--- src/rtl/strobe_decoder_pkg.sv ---
// Shared definitions for the strobe decoder: run-time mode encoding.
package strobe_decoder_pkg;

  typedef enum logic [1:0] {
    MODE_LEVEL = 2'd0,
    MODE_PULSE = 2'd1,
    MODE_LATCH = 2'd2,
    MODE_RSVD  = 2'd3
  } mode_e;

endpackage

--- src/rtl/onehot_decoder.sv ---
// Combinational address-to-one-hot decoder with an active-high enable.
module onehot_decoder #(
  parameter int A_WIDTH = 4
) (
  input  logic [A_WIDTH-1:0]      addr_i,
  input  logic                    en_i,
  output logic [(2**A_WIDTH)-1:0] onehot_o
);

  genvar gi;
  generate
    for (gi = 0; gi < 2**A_WIDTH; gi++) begin : g_bit
      assign onehot_o[gi] = en_i && (addr_i == A_WIDTH'(gi));
    end
  endgenerate

endmodule

--- src/rtl/strobe_decoder.sv ---
// Registered active-low select decoder with LEVEL, one-shot PULSE and LATCH modes.
// All outputs come straight from flops so strobes are glitch-free.
module strobe_decoder
  import strobe_decoder_pkg::*;
#(
  parameter int A_WIDTH   = 4,
  parameter int G_WIDTH   = 2,
  parameter int PULSE_LEN = 1
) (
  input  logic                    clk,
  input  logic                    reset,
  input  logic [A_WIDTH-1:0]      a,
  input  logic [G_WIDTH-1:0]      g_n,
  input  logic [1:0]              mode,
  input  logic                    clr,
  output logic [(2**A_WIDTH)-1:0] y_n,
  output logic                    busy
);

  localparam int N     = 2**A_WIDTH;
  localparam int CNT_W = $clog2(PULSE_LEN + 1);
  localparam logic [CNT_W-1:0] PULSE_LOAD = CNT_W'(PULSE_LEN);

  logic               en_q;
  logic [1:0]         mode_q;
  logic [A_WIDTH-1:0] addr_q, addr_d;
  logic [CNT_W-1:0]   cnt_q, cnt_d;
  logic               hold_q, hold_d;
  logic [N-1:0]       y_n_q, y_n_d;
  logic               busy_q, busy_d;

  logic         en, rise, mode_chg, use_level, strobe_on;
  logic [N-1:0] level_hot, strobe_hot;

  assign en       = (g_n == '0);
  assign rise     = en && !en_q;
  assign mode_chg = (mode != mode_q);

  onehot_decoder #(.A_WIDTH(A_WIDTH)) u_level_dec (
    .addr_i   (a),
    .en_i     (en),
    .onehot_o (level_hot)
  );

  // Decoding the next-state address lets a LATCH re-target move without a gap.
  onehot_decoder #(.A_WIDTH(A_WIDTH)) u_strobe_dec (
    .addr_i   (addr_d),
    .en_i     (strobe_on),
    .onehot_o (strobe_hot)
  );

  always_comb begin
    addr_d    = addr_q;
    cnt_d     = cnt_q;
    hold_d    = hold_q;
    use_level = 1'b0;
    if (mode_chg) begin
      cnt_d  = '0;
      hold_d = 1'b0;
    end else begin
      case (mode_e'(mode))
        MODE_LEVEL: use_level = 1'b1;
        MODE_PULSE: begin
          if (clr) begin
            cnt_d = '0;
          end else if (cnt_q != '0) begin
            cnt_d = cnt_q - CNT_W'(1);
          end else if (rise) begin
            addr_d = a;
            cnt_d  = PULSE_LOAD;
          end
        end
        MODE_LATCH: begin
          if (clr) begin
            hold_d = 1'b0;
          end else if (rise) begin
            addr_d = a;
            hold_d = 1'b1;
          end
        end
        default: ;
      endcase
    end
  end

  assign strobe_on = (cnt_d != '0) || hold_d;
  assign y_n_d     = use_level ? ~level_hot : ~strobe_hot;
  assign busy_d    = strobe_on;

  // en_q resets high so an enable held across reset release is not a rise.
  always_ff @(posedge clk or posedge reset) begin
    if (reset) begin
      en_q   <= 1'b1;
      mode_q <= 2'd0;
      addr_q <= '0;
      cnt_q  <= '0;
      hold_q <= 1'b0;
      y_n_q  <= '1;
      busy_q <= 1'b0;
    end else begin
      en_q   <= en;
      mode_q <= mode;
      addr_q <= addr_d;
      cnt_q  <= cnt_d;
      hold_q <= hold_d;
      y_n_q  <= y_n_d;
      busy_q <= busy_d;
    end
  end

  assign y_n  = y_n_q;
  assign busy = busy_q;

endmodule
--- config.mk ---
export PLATFORM = sky130hd
export DESIGN_NAME = strobe_decoder
export DESIGN_NICKNAME = d
export VERILOG_FILES = /design/src/rtl/strobe_decoder_pkg.sv /design/src/rtl/onehot_decoder.sv /design/src/rtl/strobe_decoder.sv
export SDC_FILE = /design/constraint.sdc
export NUM_CORES = 1
export LEC_CHECK = 0
export CAP_MARGIN = 10
export CORE_MARGIN = 2
export CORE_UTILIZATION = 54
export CTS_CLUSTER_SIZE = 30
export DETAILED_ROUTE_END_ITERATION = 7
export GPL_ROUTABILITY_DRIVEN = 0
export MAX_ROUTING_LAYER = met4
export PLACE_DENSITY = 0.88
export SYNTH_ARGS = -nofsm -noshare
export SYNTH_HDL_FRONTEND = slang
export SYNTH_SLANG_ARGS = --single-unit
--- constraint.sdc ---
create_clock -name clk -period 3.46 [get_ports clk]
set_clock_uncertainty 0.15 [all_clocks]
set_input_delay 0.692 -clock clk [delete_from_list [all_inputs] [get_ports clk]]
set_output_delay 0.692 -clock clk [all_outputs]
set_load 0.01 [all_outputs]
==> results of run 1 <==
## area by class of cell
cell class | count | share of cell area
clock buffer | 4 | 0.02163
timing repair buffer | 27 | 0.1611
tap | 30 | 0.02237
sequential | 26 | 0.4004
multi-input combinational | 93 | 0.3878
inverter | 3 | 0.006711
## worst max-delay path: cells and delay by family
family                     cells  cell delay (ns)
adders and majority gates      1             0.29
and+or+nand+nor                2             0.52
AOI/OAI and AO/OA              3             0.90
buffers and inverters          2             0.63
## worst paths after layout
| kind | to | slack, ns | cells after the start |
|---|---|---|---|
| min in group asynchronous | busy$_DFF_PP0_ | 0.70 | 2 |
| min | addr_q[0]$_DFF_PP0_ | 0.49 | 2 |
| max reg2reg | y_n[4]$_DFF_PP1_ | 1.13 | 5 |
| max in group asynchronous | addr_q[0]$_DFF_PP0_ | 1.91 | 2 |
| min reg2reg | addr_q[0]$_DFF_PP0_ | 0.49 | 2 |
| max | y_n[12]$_DFF_PP1_ | 0.51 | 8 |
## report_power, final
group	switching [mW]	total [mW]	leakage, nW	internal, mW
Clock	0.0898	0.154	0.0210	0.0644
Sequential	0.00289	0.314	0.299	0.311
Combinational	0.0509	0.0796	0.331	0.0287
## logic make-up after synthesis
group,count (synthesis)
AND/OR/NAND/NOR,47
AO/OA/AOI/OAI,41
flip-flops,26
buffers and inverters,6
adder cells (fa/ha/maj),3
XOR/XNOR,2
## stage by stage
step | util | worst slack (ns) | hold slack [ns] | cells | area, sq um
after detailed placement | 0.6749 | 0.2405 | 0.4595 | 179 | 1642
after CTS | 0.6898 | 0.5676 | 0.4882 | 183 | 1678
after floorplan | - | 1.115 | 0.3992 | 125 | 1363
after global placement | 0.6749 | 0.2904 | 0.4421 | 179 | 1642
after global routing | 0.6898 | 0.3669 | 0.5302 | 183 | 1678
final | 0.6898 | 0.5052 | 0.4924 | 183 | 1678
## per-layer routing
| layer | global-route usage | vias up | routed length [um] |
|---|---|---|---|
| met2 | 0.4177 | 78 | 1511 |
| met1 | 0.3220 | 561 | 1211 |
| li1 | - | 527 | - |
| met3 | 0.03825 | 17 | 294 |
| met4 | 0.1208 | 0 | 111 |
| met5 | - | - | 0 |
## layout by cell type, fill, tap and decap left out, drive strengths merged, types with 5 or more instances in the layout
cell type | netlist | final
clkdlybuf4s50 | 0 | 27
nor2 | 14 | 14
a31oi | 11 | 11
and3 | 5 | 5
dfrtp | 9 | 9
a22oi | 7 | 7
dfstp | 17 | 17
nand2 | 7 | 7
## sequential cells by signal, summed over array words and instances (netlist names)
name / flops
addr_q: 4
hold_q: 1
mode_q: 2
cnt_q: 1
busy: 1
y_n: 16
en_q: 1
==> results.sh, run 1 <==
export IMPL_min_path_type="register to register"
export IMPL_ys_flop_type="dfstp_2"
export IMPL_numClockSinks=26
export IMPL_diodes=0
export IMPL_slowest_delay_ns=0.54
export IMPL_end_kind="register"
export IMPL_async_flop_share=1.000
export IMPL_syn_to_final_growth_pct=23.14
export IMPL_cap_violations=0
export IMPL_critPathRequiredTime_ns=3.55
export IMPL_reg2reg_from="mode_q[0]$_DFF_PP0_"
export IMPL_drive_above_1_share=0.2222
export IMPL_synthMuxAreaShare=0
export IMPL_cts_resized=0
export IMPL_crit_type="input pin to register"
export IMPL_clk_latency_ns=0.32
export IMPL_rows=18
export IMPL_synth_top_family_by_area="compound AO/OA/AOI/OAI gates"
export IMPL_hold_violations=0
export IMPL_synth_compound_area_share=0.2323
export IMPL_port_buffers=27
export IMPL_grt_use_total=0.2592
export IMPL_grt_pass1_vias=1141
export IMPL_synth_edf_count=0
export IMPL_cts_setup_buffers=0
export IMPL_synth_simple_area_share=0.2048
export IMPL_grt_pass1_wl_um=5278
export IMPL_worstSetupStartpoint="mode[0]"
export IMPL_synthXorXnorAreaFrac=0.01286
export IMPL_pin_count=28
export IMPL_numCtsBuffers=3
export IMPL_syn_area_sq_um=1363
export IMPL_yosysTopAreaCell="dfstp_2"
export IMPL_multi_input_area_sq_um=650.6
export IMPL_drt_pass1_iter_count=6
export IMPL_ys_seq_area_frac=0.4931
export IMPL_cts_htree_levels=1
export IMPL_synth_top_cell_area_share=0.3278
export IMPL_ir_worst_vdd_mv=0.2264
export IMPL_slew_headroom=0.3959
export IMPL_cts_hold_buf=0
export IMPL_status="finished clean"
export IMPL_die_height_um=54.23
export IMPL_max_freq_mhz=338.4
export IMPL_cp_data_arrival_time_ns=3.05
export IMPL_antenna_found_initial=0
export IMPL_setup_tns_ns=0
export IMPL_rsz0062_at_grt="no"
export IMPL_seq_area_sq_um=671.9
export IMPL_synth_seq_cells=26
export IMPL_wire_per_inst_um=17.09
export IMPL_synth_nets=139
export IMPL_clk_pin_slew_ns=0.14
export IMPL_tightest_slew_ns=0.9052
export IMPL_hpwl_um=2249
export IMPL_synthTopCellsByArea="dfstp_2 33%, dfrtp_1 17%, a31oi_1 5.1%"
export IMPL_die_area_sq_um=2941
export IMPL_vias=1183
export IMPL_crit_slowest_cell="clkdlybuf4s50_1"
export IMPL_initialDrtViolationCount=77
export IMPL_synthDistinctLibCells=38
export IMPL_drv_slew=0
export IMPL_vias_per_cell=6.464
export IMPL_period_minus_slack_ns=2.955
export IMPL_syn_inst=125
export IMPL_start_util=0.5602
export IMPL_p_per_area_nw_per_um2=326.3
export IMPL_crit_fanout=10
export IMPL_power_mw=0.5475
export IMPL_core_sq_um=2432
export IMPL_ys_warnings_count=0
export IMPL_start_kind="input pin"
export IMPL_synthAdderAreaFrac=0.02755
export IMPL_drcViolationCount=0
export IMPL_synth_common_cells="17 x dfstp_2, 14 x nor2_1, 11 x a31oi_1"
export IMPL_min_period_over_period=0.8540
export IMPL_root_buffer="clkbuf_4"
export IMPL_grt_max_degree=27
export IMPL_syn_avg_cell_area_sq_um=10.90
export IMPL_overflow=0
export IMPL_hp_start="addr_q[0]$_DFF_PP0_"
export IMPL_totalWireLength_um=3128
export IMPL_n_fill_cell=170
export IMPL_cts_buffer_depth=2
export IMPL_setup_viol=0
export IMPL_drtAntennaViolNets=0
export IMPL_die_x_um=54.23
export IMPL_p_leak_nw=0.6517
export IMPL_final_nets=168
export IMPL_cts_tree="built"
export IMPL_worstPathCellList="clkdlybuf4s50_1 -> inv_1 -> ha_1 -> a21boi_0 -> nor2_1 -> a211oi_4 -> nor4b_4 -> a22oi_1"
export IMPL_yosys_cell_count_top_type="dfstp_2"
(Power assumes the default switching activity.)
==> run 2: changes to the inputs <==
--- a/config.mk
+++ b/config.mk
@@ -5,14 +5,15 @@
 export SDC_FILE = /design/constraint.sdc
 export NUM_CORES = 1
 export LEC_CHECK = 0
+export ABC_AREA = 1
 export CAP_MARGIN = 10
 export CORE_MARGIN = 2
-export CORE_UTILIZATION = 54
+export CORE_UTILIZATION = 55
 export CTS_CLUSTER_SIZE = 30
 export DETAILED_ROUTE_END_ITERATION = 7
 export GPL_ROUTABILITY_DRIVEN = 0
 export MAX_ROUTING_LAYER = met4
-export PLACE_DENSITY = 0.88
+export PLACE_DENSITY = 0.87
 export SYNTH_ARGS = -nofsm -noshare
 export SYNTH_HDL_FRONTEND = slang
 export SYNTH_SLANG_ARGS = --single-unit
==> results.sh, run 2 <==
export IMPL_timing_rr_end="y_n[10]$_DFF_PP1_"
export IMPL_cts_buffer_depth=2
export IMPL_grt_use_total=0.2262
export IMPL_final_nets=225
export IMPL_largest_reg_flops=16
export IMPL_numCtsBuffers=3
export IMPL_setup_ws_ns=1.022
export IMPL_min_period_over_period=0.7045
export IMPL_critPathRequiredTime_ns=3.57
export IMPL_wl_met3_um=208
export IMPL_syn_area_sq_um=1506
export IMPL_hold_violations=0
export IMPL_synth_seq_cells=26
export IMPL_reg2reg_depth=9
export IMPL_totalWireLength_um=3123
export IMPL_synth_nets=193
export IMPL_die_x_um=56.34
export IMPL_wl_met1_um=1312
export IMPL_grt_pass1_vias=1220
export IMPL_grt_max_degree=27
export IMPL_met2_length_um=1570
export IMPL_drt_pass1_iter_count=4
export IMPL_end_kind="register"
export IMPL_setup_tns_ns=0
export IMPL_p_leak_nw=0.7889
export IMPL_hold_end="hold_q$_DFF_PP0_"
export IMPL_final_cell_mix="53 x nor2_1, 27 x clkdlybuf4s50_1, 19 x inv_1"
export IMPL_vias_per_cell=5.096
export IMPL_setup_viol=0
export IMPL_overflow=0
export IMPL_cts_hold_buf=0
export IMPL_yosysTopAreaCell="dfstp_2"
export IMPL_top_layer="met4"
export IMPL_cp_data_arrival_time_ns=2.55
export IMPL_drcViolationCount=0
export IMPL_yosys_cell_count_top_type="nor2_1"
export IMPL_final_core_util=0.7335
export IMPL_cts_htree_levels=1
export IMPL_drtAntennaViolNets=0
export IMPL_rsz0062_at_grt="no"
export IMPL_cap_violations=0
export IMPL_clk_latency_ns=0.32
export IMPL_port_buffers=27
export IMPL_syn_avg_cell_area_sq_um=8.416
export IMPL_cts_resized=0
export IMPL_max_freq_mhz=410.2
export IMPL_status="finished clean"
export IMPL_clk_pin_slew_ns=0.14
export IMPL_cts_setup_buffers=0
export IMPL_vias=1223
export IMPL_synth_top_cell_area_share=0.2965
export IMPL_ir_worst_vdd_mv=0.2738
export IMPL_reg2reg_from="mode_q[1]$_DFF_PP0_"
export IMPL_min_path_type="register to register"
export IMPL_hpwl_um=2462
export IMPL_initialDrtViolationCount=36
export IMPL_ys_seq_area_frac=0.4460
export IMPL_antenna_found_initial=0
export IMPL_async_flop_share=1.000
export IMPL_wire_per_inst_um=13.01
export IMPL_holdPathStages=4
export IMPL_pin_count=28
export IMPL_crit_slowest_cell="clkdlybuf4s50_1"
export IMPL_synth_common_cells="53 x nor2_1, 19 x inv_1, 17 x dfstp_2, 17 x nand2_1, 12 x nand3_1"
export IMPL_die_height_um=56.34
export IMPL_core_sq_um=2545
export IMPL_root_buffer="clkbuf_4"
export IMPL_synthTopCellsByArea="dfstp_2 30%, dfrtp_1 15%, nor2_1 13%"
export IMPL_synthDistinctLibCells=23
export IMPL_slew_headroom=0.3712
export IMPL_p_per_area_nw_per_um2=346.4
export IMPL_design_area_sq_um=1867
export IMPL_die_area_sq_um=3174
export IMPL_numClockSinks=26
export IMPL_synth_edf_count=0
export IMPL_syn_inst=179
export IMPL_regToRegSetupSlack_ns=1.69
export IMPL_slowest_delay_ns=0.56
export IMPL_dp_slack_ns=0.6875
export IMPL_worstPathCellList="clkdlybuf4s50_1 -> inv_2 -> ha_1 -> nand3_4 -> clkinv_1 -> nand3_1 -> o21ai_2 -> nand2_1 -> nor2_1 -> a21oi_1"
export IMPL_rows=18
export IMPL_start_util=0.5919
export IMPL_period_minus_slack_ns=2.438
export IMPL_ys_warnings_count=0
export IMPL_cts_tree="built"
export IMPL_diodes=0
export IMPL_tightest_slew_ns=0.9422
export IMPL_drv_slew=0
export IMPL_grt_pass1_wl_um=5499
export IMPL_layout_commonest_cell="nor2_1"
export IMPL_crit_type="input pin to register"
export IMPL_syn_to_final_growth_pct=23.92
export IMPL_start_kind="input pin"
export IMPL_crit_fanout=5
export IMPL_hp_start="hold_q$_DFF_PP0_"
export IMPL_ys_flop_type="dfstp_2"
export IMPL_placed_cell_area_sq_um=1814
export IMPL_drive_above_1_share=0.2952
export IMPL_power_mw=0.6466
export IMPL_n_fill_cell=190
run 2: critical path, delay by kind of cell:
family	cells	cell delay, ns
AO/OA/AOI/OAI	2	0.24
adder cells (fa/ha/maj)	1	0.35
buffers and inverters	3	0.76
AND/OR/NAND/NOR	4	0.50
run 2: kinds of logic after synthesis:
group / synth area share
compound gates: 0.04070
fa+ha+maj: 0.02492
buf+inv: 0.06063
flops: 0.4460
simple gates: 0.4277
run 2: worst max path at each step:
stage / from / to / slack [ns] / cells past startpoint
6_report: mode[1] / y_n[7]$_DFF_PP1_ / 1.02 / 10
5_1_grt: mode[1] / y_n[7]$_DFF_PP1_ / 0.92 / 10
4_1_cts: mode[1] / y_n[7]$_DFF_PP1_ / 1.02 / 10
3_5_place_dp: mode[1] / y_n[6]$_DFF_PP1_ / 0.69 / 11
3_3_place_gp: mode[0] / y_n[4]$_DFF_PP1_ / 0.77 / 11
2_1_floorplan: mode[0] / y_n[4]$_DFF_PP1_ / 1.43 / 10
run 2: layer usage:
metal	vias up	track usage
met2	56	0.3765
met4	0	0.06122
li1	614	-
met3	4	0.03917
met1	549	0.2861
met5	-	-
run 2: final cells by class:
class	count	area [sq um]	area share
clock inverter	1	30.03	0.01609
multi-input combinational	129	743.2	0.3981
tap	30	37.54	0.02011
inverter	24	91.34	0.04893
sequential	26	671.9	0.3599
clock buffer	3	22.52	0.01206
timing repair buffer	27	270.3	0.1448
run 2: where the power goes:
| part | leakage [nW] | internal (mW) | switching (mW) |
|---|---|---|---|
| combinational | 0.463 | 0.0419 | 0.0770 |
| sequential | 0.298 | 0.315 | 0.00312 |
| clock | 0.0279 | 0.117 | 0.0924 |
| total | 0.789 | 0.474 | 0.172 |
run 2: per-stage QoR:
step,hold slack (ns),instances
floorplan,0.3755,179
global placement,0.4036,236
detailed placement,0.4303,236
CTS,0.4651,240
global route,0.4949,240
finish,0.4674,240
